`config.mk`:
```
export PLATFORM = sky130hd
export DESIGN_NAME = rom_reader_flat
export DESIGN_NICKNAME = d
export VERILOG_FILES = /design/src/rtl/rom_reader_if.sv /design/src/rtl/rom_reader.sv /design/src/flat_wrapper.sv
export SDC_FILE = /design/constraint.sdc
export NUM_CORES = 1
export LEC_CHECK = 0
export CORE_MARGIN = 2
export CORE_UTILIZATION = 49
export DETAILED_ROUTE_END_ITERATION = 8
export PLACE_DENSITY = 0.87
export SLEW_MARGIN = 20
export SYNTH_ARGS = -nofsm -noshare
export SYNTH_HDL_FRONTEND = slang
export SYNTH_SLANG_ARGS = --single-unit
```
`constraint.sdc`:
```
create_clock -name clk -period 2.67 [get_ports clk]
set_input_delay 0.534 -clock clk [delete_from_list [all_inputs] [get_ports clk]]
set_output_delay 0.534 -clock clk [all_outputs]
set_load 0.1 [all_outputs]
```
`src/rtl/rom_reader_if.sv`:
```
// Command and output-stream bundle for rom_reader.
// Handshake rule for both channels: a transfer happens on a rising clk edge where
// valid and ready are both high; the sender keeps valid and its payload stable
// until that edge, and ready may depend on valid combinationally.
interface rom_reader_if #(
    parameter int WIDTH = 8,
    parameter int AW    = 12
);
    logic             cmd_valid;
    logic             cmd_ready;
    logic [AW-1:0]    cmd_base;
    logic [AW:0]      cmd_cnt;
    logic             out_valid;
    logic             out_ready;
    logic [WIDTH-1:0] out_dat;
    logic             out_last;

    // Control logic / stream consumer side.
    modport master (
        output cmd_valid, cmd_base, cmd_cnt, out_ready,
        input  cmd_ready, out_valid, out_dat, out_last
    );

    // rom_reader side.
    modport slave (
        input  cmd_valid, cmd_base, cmd_cnt, out_ready,
        output cmd_ready, out_valid, out_dat, out_last
    );
endinterface

```
`src/rtl/rom_reader.sv`:
```
// Read sequencer for the lookup ROM: takes a (base, count) command, issues one
// ROM read per cycle under a 2-credit rule and streams the words out through a
// 2-entry buffer whose head register drives out_dat/out_last directly.
module rom_reader #(
    parameter  int WIDTH = 8,
    parameter  int DEPTH = 4096,
    localparam int AW    = $clog2(DEPTH)
) (
    input  logic             clk,
    input  logic             rst,
    rom_reader_if.slave      bus,
    output logic             rom_ren_o,
    output logic [AW-1:0]    rom_adr_o,
    input  logic [WIDTH-1:0] rom_dat_i,
    output logic             busy_o,
    output logic [1:0]       state_o,
    output logic [1:0]       occ_o
);
    typedef enum logic [1:0] {
        S_IDLE  = 2'd0,
        S_RUN   = 2'd1,
        S_DRAIN = 2'd2
    } state_t;

    state_t           state_q, state_d;
    logic [AW-1:0]    adr_q, adr_d;
    logic [AW:0]      rem_q, rem_d;
    logic             infl_q, infl_last_q;
    logic             hd_valid_q, hd_valid_d;
    logic             hd_last_q, hd_last_d;
    logic [WIDTH-1:0] hd_dat_q, hd_dat_d;
    logic             s1_valid_q, s1_valid_d;
    logic             s1_last_q, s1_last_d;
    logic [WIDTH-1:0] s1_dat_q, s1_dat_d;

    logic       pop;
    logic       ren;
    logic       cmd_hs;
    logic [1:0] occ;

    // Occupancy counts a read in flight as already holding a buffer slot, so a
    // returning word always has somewhere to land.
    assign occ    = {1'b0, hd_valid_q} + {1'b0, s1_valid_q} + {1'b0, infl_q};
    assign pop    = hd_valid_q && bus.out_ready;
    assign ren    = !rst && (state_q == S_RUN) && (rem_q != '0) && ((occ < 2'd2) || pop);
    assign cmd_hs = !rst && (state_q == S_IDLE) && bus.cmd_valid;

    // State register.
    always_ff @(posedge clk) begin
        if (rst) state_q <= S_IDLE;
        else     state_q <= state_d;
    end

    // Next-state: zero-length commands are accepted but never leave IDLE.
    always_comb begin
        state_d = state_q;
        case (state_q)
            S_IDLE:  if (cmd_hs && (bus.cmd_cnt != '0)) state_d = S_RUN;
            S_RUN:   if (ren && (rem_q == (AW+1)'(1))) state_d = S_DRAIN;
            S_DRAIN: if (pop && hd_last_q) state_d = S_IDLE;
            default: state_d = S_IDLE;
        endcase
    end

    // Outputs decoded from state and the buffer head register.
    always_comb begin
        bus.cmd_ready = (state_q == S_IDLE) && !rst;
        busy_o        = (state_q != S_IDLE);
        rom_ren_o     = ren;
        rom_adr_o     = adr_q;
        bus.out_valid = hd_valid_q;
        bus.out_dat   = hd_dat_q;
        bus.out_last  = hd_last_q;
        state_o       = state_q;
        occ_o         = occ;
    end

    // Address/remaining-count update; the address wraps at DEPTH-1 even when
    // DEPTH is not a power of two.
    always_comb begin
        adr_d = adr_q;
        rem_d = rem_q;
        if (cmd_hs) begin
            adr_d = bus.cmd_base;
            rem_d = bus.cmd_cnt;
        end else if (ren) begin
            adr_d = (adr_q == AW'(DEPTH - 1)) ? '0 : adr_q + AW'(1);
            rem_d = rem_q - (AW+1)'(1);
        end
    end

    // Two-slot buffer: the head is the output register, s1 only fills when a
    // word returns while the head is held by backpressure.
    always_comb begin
        hd_valid_d = hd_valid_q;
        hd_last_d  = hd_last_q;
        hd_dat_d   = hd_dat_q;
        s1_valid_d = s1_valid_q;
        s1_last_d  = s1_last_q;
        s1_dat_d   = s1_dat_q;
        if (hd_valid_q && !pop) begin
            if (infl_q) begin
                s1_valid_d = 1'b1;
                s1_last_d  = infl_last_q;
                s1_dat_d   = rom_dat_i;
            end
        end else if (s1_valid_q) begin
            hd_valid_d = 1'b1;
            hd_last_d  = s1_last_q;
            hd_dat_d   = s1_dat_q;
            s1_valid_d = infl_q;
            s1_last_d  = infl_last_q;
            s1_dat_d   = rom_dat_i;
        end else if (infl_q) begin
            hd_valid_d = 1'b1;
            hd_last_d  = infl_last_q;
            hd_dat_d   = rom_dat_i;
        end else begin
            hd_valid_d = 1'b0;
            hd_last_d  = 1'b0;
        end
    end

    // Datapath registers; reset also forgets any read still in flight.
    always_ff @(posedge clk) begin
        if (rst) begin
            adr_q       <= '0;
            rem_q       <= '0;
            infl_q      <= 1'b0;
            infl_last_q <= 1'b0;
            hd_valid_q  <= 1'b0;
            hd_last_q   <= 1'b0;
            hd_dat_q    <= '0;
            s1_valid_q  <= 1'b0;
            s1_last_q   <= 1'b0;
            s1_dat_q    <= '0;
        end else begin
            adr_q       <= adr_d;
            rem_q       <= rem_d;
            infl_q      <= ren;
            infl_last_q <= ren && (rem_q == (AW+1)'(1));
            hd_valid_q  <= hd_valid_d;
            hd_last_q   <= hd_last_d;
            hd_dat_q    <= hd_dat_d;
            s1_valid_q  <= s1_valid_d;
            s1_last_q   <= s1_last_d;
            s1_dat_q    <= s1_dat_d;
        end
    end
endmodule

```
`src/flat_wrapper.sv`:
```
// flat-port wrapper written by rule: the top's interface ports become plain ports
module rom_reader_flat 
#(
    parameter  int WIDTH = 8,
    parameter  int DEPTH = 4096,
    localparam int AW    = $clog2(DEPTH)
)
  (clk, rst, rom_ren_o, rom_adr_o, rom_dat_i, busy_o, state_o, occ_o, bus_cmd_valid, bus_cmd_base, bus_cmd_cnt, bus_out_ready, bus_cmd_ready, bus_out_valid, bus_out_dat, bus_out_last);
  rom_reader_if #(.WIDTH(WIDTH), .AW((12))) bus_i ();
  input  logic clk;
  input  logic rst;
  output logic rom_ren_o;
  output logic [AW-1:0] rom_adr_o;
  input  logic [WIDTH-1:0] rom_dat_i;
  output logic busy_o;
  output logic [1:0] state_o;
  output logic [1:0] occ_o;
  input wire logic [$bits(bus_i.cmd_valid)-1:0] bus_cmd_valid;
  input wire logic [$bits(bus_i.cmd_base)-1:0] bus_cmd_base;
  input wire logic [$bits(bus_i.cmd_cnt)-1:0] bus_cmd_cnt;
  input wire logic [$bits(bus_i.out_ready)-1:0] bus_out_ready;
  output wire logic [$bits(bus_i.cmd_ready)-1:0] bus_cmd_ready;
  output wire logic [$bits(bus_i.out_valid)-1:0] bus_out_valid;
  output wire logic [$bits(bus_i.out_dat)-1:0] bus_out_dat;
  output wire logic [$bits(bus_i.out_last)-1:0] bus_out_last;
  assign bus_i.cmd_valid = bus_cmd_valid;
  assign bus_i.cmd_base = bus_cmd_base;
  assign bus_i.cmd_cnt = bus_cmd_cnt;
  assign bus_i.out_ready = bus_out_ready;
  assign bus_cmd_ready = bus_i.cmd_ready;
  assign bus_out_valid = bus_i.out_valid;
  assign bus_out_dat = bus_i.out_dat;
  assign bus_out_last = bus_i.out_last;
  rom_reader #(.WIDTH(WIDTH), .DEPTH(DEPTH)) u_core (.clk(clk), .rst(rst), .bus(bus_i), .rom_ren_o(rom_ren_o), .rom_adr_o(rom_adr_o), .rom_dat_i(rom_dat_i), .busy_o(busy_o), .state_o(state_o), .occ_o(occ_o));
endmodule
```
==> qor.yml <==
status:
  status: "completed"
logic_synthesis:
  synth_edf_count: 0
  ys_ff_latch: 49
  synth_cell_type_count: 57
  synth_top_area_cell: "dfxtp_1"
  yosysTopAreaCellShare_pct: 37.7
  yosysSeqAreaShare_pct: 37.7
  yosys_warnings: 0
  ys_top_cells_by_area: "dfxtp_1, mux2i_1, a21oi_1"
  synthesis.area_sq_mm: 0.00260
  synth_nets: 344
  synth-main-ff-cell: "dfxtp_1"
  synth_cells: 302
  syn_avg_cell_area_sq_um: 8.61
  ys_async_sr_fraction_pct: 0
final_layout:
  fillers: 428
  fin_area_sq_mm: 0.00349
  area_delta_synth_final_pct: 34.2
  multi_input_area_sq_mm: 0.00153
  mostFrequentLayoutCells: "dfxtp_1, buf_4, clkdlybuf4s50_1"
  drive_gt1_share_pct: 22.2
  final_core_util_pct: 68.3
  finalNonFillerCells: 440
  n_antenna_cell: 0
  fin_nets: 411
  seqCellArea_sq_um: 988
  layout_commonest_cell: "dfxtp_1"
clock_network:
  hold_buffers: 0
  cts_buffer_depth: 2
  path_clk_slew_ns: 0.10
  cts_tree: "yes"
  numClockSinks: 49
  clk_latency_ns: 0.31
  numCtsBuffers: 5
  postCtsSetupBuffers: 0
  htree_levels: 2
  root_buffer: "clkbuf_8"
detailed_routing:
  vias_per_cell: 5.77
  dr.first_iter.drc_count: 189
  routed_wl_um: 6820
  antenna_left: 0
  wl_per_cell_um: 15.5
  drc: 0
  vias: 2537
  drt_pass1_iterations: 4
power:
  power.leakage_nw: 1.35
  vdd_drop_max_mv: 0.370
  power_density_mw_per_mm2: 591
timing:
  final.period_utilization_pct: 97.3
  setup-tns-final_ns: 0
  finalClockSkew_ns: 0.00820
  drv_slew: 0
  fmax_mhz: 385
  tightest_slew_ns: 0.436
  setup-violations-final: 0
  hold_violations: 0
  rsz0062_at_grt: "no"
  period_needed_ns: 2.60
  layout_setup_ws_ns: 0.0721
  slew_headroom_pct: 70.9
global_route:
  grt_pass1_wl_um: 11600
  grt_usage_pct: 23.8
  grt_overflow: 0
  grt_max_degree: 43
  antenna_found_initial: 0
  grt_pass1_vias: 2494
min_path:
  worstHoldPathType: "register to register"
  min_path_cells: 2
  hp-start: "u_core.rem_q[6]$_SDFFE_PP0P_"
setup_path:
  crit_path_max_fanout: 4
  critPathRequiredTime_ns: 2.14
  cp-start-kind: "register"
  end_kind: "output pin"
  worstSetupPathType: "register to output pin"
  critPathLaunch: "u_core.infl_q$_SDFF_PP0_"
  crit_arrival_ns: 2.06
  r2r-start: "u_core.infl_q$_SDFF_PP0_"
  r2r_cells: 7
floorplanning:
  rows: 26
  num_io_pins: 66
  die_area_sq_mm: 0.00591
  initial_utilization_pct: 50.9
  die_y_um: 76.8
  core_sq_mm: 0.00511
  die_w_um: 76.8
place:
  dp.cells: 432
  placed_area_sq_mm: 0.00338
  io_buffer_count: 65
  gp_congestion: 0.879
  hpwl_um: 4900
  place_ws_ns: 0.0628
job:
  maxCapViolations: 0
synth_stat cells (2+ instances only):
cell type	instances
a211oi_1	13
a211oi_2	3
a21oi_1	29
a221oi_1	2
a22oi_1	7
and3_1	2
and4_1	2
buf_4	2
buf_6	2
clkbuf_1	12
dfxtp_1	49
ha_1	4
inv_1	8
inv_2	2
mux2_2	3
mux2i_1	21
nand2_1	20
nand2b_1	4
nand3_1	12
nand4_1	4
nor2_1	34
nor2b_1	2
nor3_1	9
nor3_2	2
nor4_1	11
nor4_2	3
nor4b_1	2
o21ai_0	3
o21ai_1	3
or2_2	2
or3_1	3
or4_1	2
area by class of cell:
type                    count  share of cell area [%]
clock inverters             2                   0.466
well taps                  70                    2.51
clock buffers               6                    2.69
repair buffers             78                    21.0
flip-flops and latches     49                    28.3
multi-input cells         225                    43.9
inverters                  10                    1.15
flip-flops by register name (all words and copies together), names as in the netlist:
name / cells
u_core.state_o: 2
u_core.infl_last_q: 1
u_core.rem_q: 13
u_core.bus.out_last: 1
u_core.s1_valid_q: 1
u_core.s1_dat_q: 8
u_core.bus.out_dat: 8
u_core.s1_last_q: 1
u_core.rom_adr_o: 12
u_core.bus.out_valid: 1
u_core.infl_q: 1
what timing repair did:
action                                 4_1_cts  5_1_grt
resized for setup                            0        1
setup endpoints to repair                    0        1
endpoints found under the hold margin        0        0
cell families after synthesis:
group / Yosys count / share of synthesized area (%)
AND/OR/NAND/NOR: 121 / 25.3
AO/OA/AOI/OAI: 72 / 18.7
flip-flops: 49 / 37.7
XOR/XNOR: 2 / 0.674
buffers and inverters: 28 / 4.96
adder cells (fa/ha/maj): 5 / 2.70
multiplexers: 25 / 9.91
worst max-delay path, stage by stage (launching register included):
cell      delay [ns]
dfxtp_2         0.36
fa_2            0.42
a21boi_4        0.17
nor4_4          0.22
or2b_4          0.33
inv_4           0.07
buf_12          0.16
where the power goes:
group / internal, W / switching (W) / total, W / leakage, nW
combinational: 0.000251 / 0.000458 / 0.000709 / 0.894
clock: 0.000243 / 0.000270 / 0.000514 / 0.0525
sequential: 0.000780 / 0.0000602 / 0.000840 / 0.402
path summary, 6_finish.rpt:
kind | endpoint | slack, ns
worst max-delay path | rom_ren_o | 0.07
worst max register to register | u_core.rem_q[8]$_SDFFE_PP0P_ | 0.21
worst min-delay path | u_core.rem_q[6]$_SDFFE_PP0P_ | 0.50
worst min register to register | u_core.rem_q[6]$_SDFFE_PP0P_ | 0.50
routing by layer:
metal / track usage, % / vias up / part of all wire [%]
li1: - / 1251 / -
met1: 29.2 / 1181 / 42
met2: 41.2 / 89 / 49
met3: 5.06 / 16 / 6.9
met4: 7.82 / 0 / 1.9
met5: 0 / - / 0
stage by stage:
| step | hold slack, ns | power [W] |
|---|---|---|
| 5_1_grt | 0.538 | 0.00215 |
| 3_5_place_dp | 0.478 | 0.00156 |
| 6_report | 0.500 | 0.00206 |
| 3_3_place_gp | 0.469 | 0.00154 |
| 2_1_floorplan | 0.450 | 0.00136 |
| 4_1_cts | 0.493 | 0.00206 |
Power figures use the tool's default switching activity.
==> variant: new RTL, same settings <==
`adr_q` no longer has a reset.
--- a/src/rtl/rom_reader.sv
+++ b/src/rtl/rom_reader.sv
@@ -124,7 +124,6 @@
     // Datapath registers; reset also forgets any read still in flight.
     always_ff @(posedge clk) begin
         if (rst) begin
-            adr_q       <= '0;
             rem_q       <= '0;
             infl_q      <= 1'b0;
             infl_last_q <= 1'b0;
@@ -135,7 +134,6 @@
             s1_last_q   <= 1'b0;
             s1_dat_q    <= '0;
         end else begin
-            adr_q       <= adr_d;
             rem_q       <= rem_d;
             infl_q      <= ren;
             infl_last_q <= ren && (rem_q == (AW+1)'(1));
@@ -147,5 +145,9 @@
             s1_dat_q    <= s1_dat_d;
         end
     end
+
+    always_ff @(posedge clk) begin
+        adr_q <= adr_d;
+    end
 endmodule
 
Behaviour: differs if rst is asserted again (counterexample within 4 cycles, from zero or initial values and one cycle with rst high); with rst held inactive, the same outputs for 10 cycles.
==> variant against the unedited design <==
- power is 7.3% lower
- worst setup slack better by 0.012 ns
- die area is 3.5% lower
- sequential cell count stayed put
- fmax is 0.48% higher
- wire length is 13% lower
- final area is 3.2% lower
- area after synthesis is 3.7% lower
- critical path type is now in2out
- largest cell class unchanged
==> variant: results (changes against the unedited design) <==
synth_common_cells: "37 x dfxtp_1, 35 x nor2_1, 30 x nand2_1"  # was 49 x dfxtp_1, 34 x nor2_1, 29 x a21oi_1
gr-usage-met1_pct: 26.6  # was 29.2%
drtIter0Drc: 111  # was 189
synth-edff-count: 12  # was 0
hold_path_end: "u_core.rem_q[1]"  # was u_core.rem_q[6]
fillers: 423  # was 428
slowest_stage: "clkdlybuf4s50_1"  # was fa_2
status: "completed"  # unchanged
place_area_um2: 3270  # was 3380 µm²
period_share_pct: 96.8  # was 97.3%
grt_pass1_wl_um: 9470  # was 11,600 µm
drive_gt1_share_pct: 18.4  # was 22.2%
synth.distinct_cells: 46  # was 57
synth_compound_area_share_pct: 14.6  # was 18.7%
rrSetupSlack_ns: 0.46  # was 0.21 ns
dp_hpwl_um: 4430  # was 4900 µm
powerClk_uw: 461  # was 514 µW
grt_pass1_vias: 2134  # was 2,494
viasPerCell: 5.32  # was 5.77
synth_mux_area_share_pct: 8.14  # was 9.91%
comb_cell_power_uw: 588  # was 709 µW
hold_start: "u_core.rem_q[1]"  # was u_core.rem_q[6]
place_congestion: 0.833  # was 0.879
rr_endpoint: "u_core.rem_q[4]"  # was u_core.rem_q[8]
syn_avg_cell_area_um2: 9.08  # was 8.61 µm²
dp.cells: 410  # was 432
critical-path-max-stage-delay_ns: 0.54  # was 0.42 ns
ys_seq_area_share_pct: 44.0  # was 37.7%
regArea_um2: 1110  # was 988 µm²
worstRegToRegCells: 5  # was 7
synth-xor-area-share_pct: 4.20  # was 0.674%
p_leak_uw: 0.00133  # was 0.00135 µW
synthTopCellsByArea: "dfxtp_1 30%, edfxtp_1 14%, mux2i_1 7.6%"  # was dfxtp_1 38%, mux2i_1 8.1%, a21oi_1 5.6%
dpl_worst_slack_ns: 0.0559  # was 0.0628 ns
use_met2_pct: 39.1  # was 41.2%
synthAdderAreaFrac_pct: 2.80  # was 2.69%
final_nets: 389  # was 411
==> variant: cell types whose count changed after synthesis, sizes merged, moves of 5 or more <==
cell	delta
dfxtp	-12
edfxtp	+12
nor4	-9
nor3	-6
xor2	+7
nand2	+12
a22oi	-6
a211oi	-5
a31oi	+7
o21ai	+10
a21oi	-21
==> variant: final cells by class <==
class / count / area share, %
Sequential cell: 49 / 32.8
Inverter: 12 / 1.48
Clock buffer: 5 / 2.04
Tap cell: 70 / 2.59
Multi-Input combinational cell: 204 / 39.5
Timing Repair Buffer: 75 / 20.8
Clock inverter: 3 / 0.741
==> variant: routing by layer <==
metal,vias up,part of all wire [%],routed length [µm]
met4,0,1.0,60
li1,1141,-,-
met3,7,4.4,264
met1,1019,43,2540
met5,-,0,0
met2,56,52,3100
==> variant: worst max-delay path: cells and delay by family <==
family                 cells  cell delay, ns
buffers and inverters      3            0.79
AO/OA/AOI/OAI              1            0.44
AND/OR/NAND/NOR            2            0.28
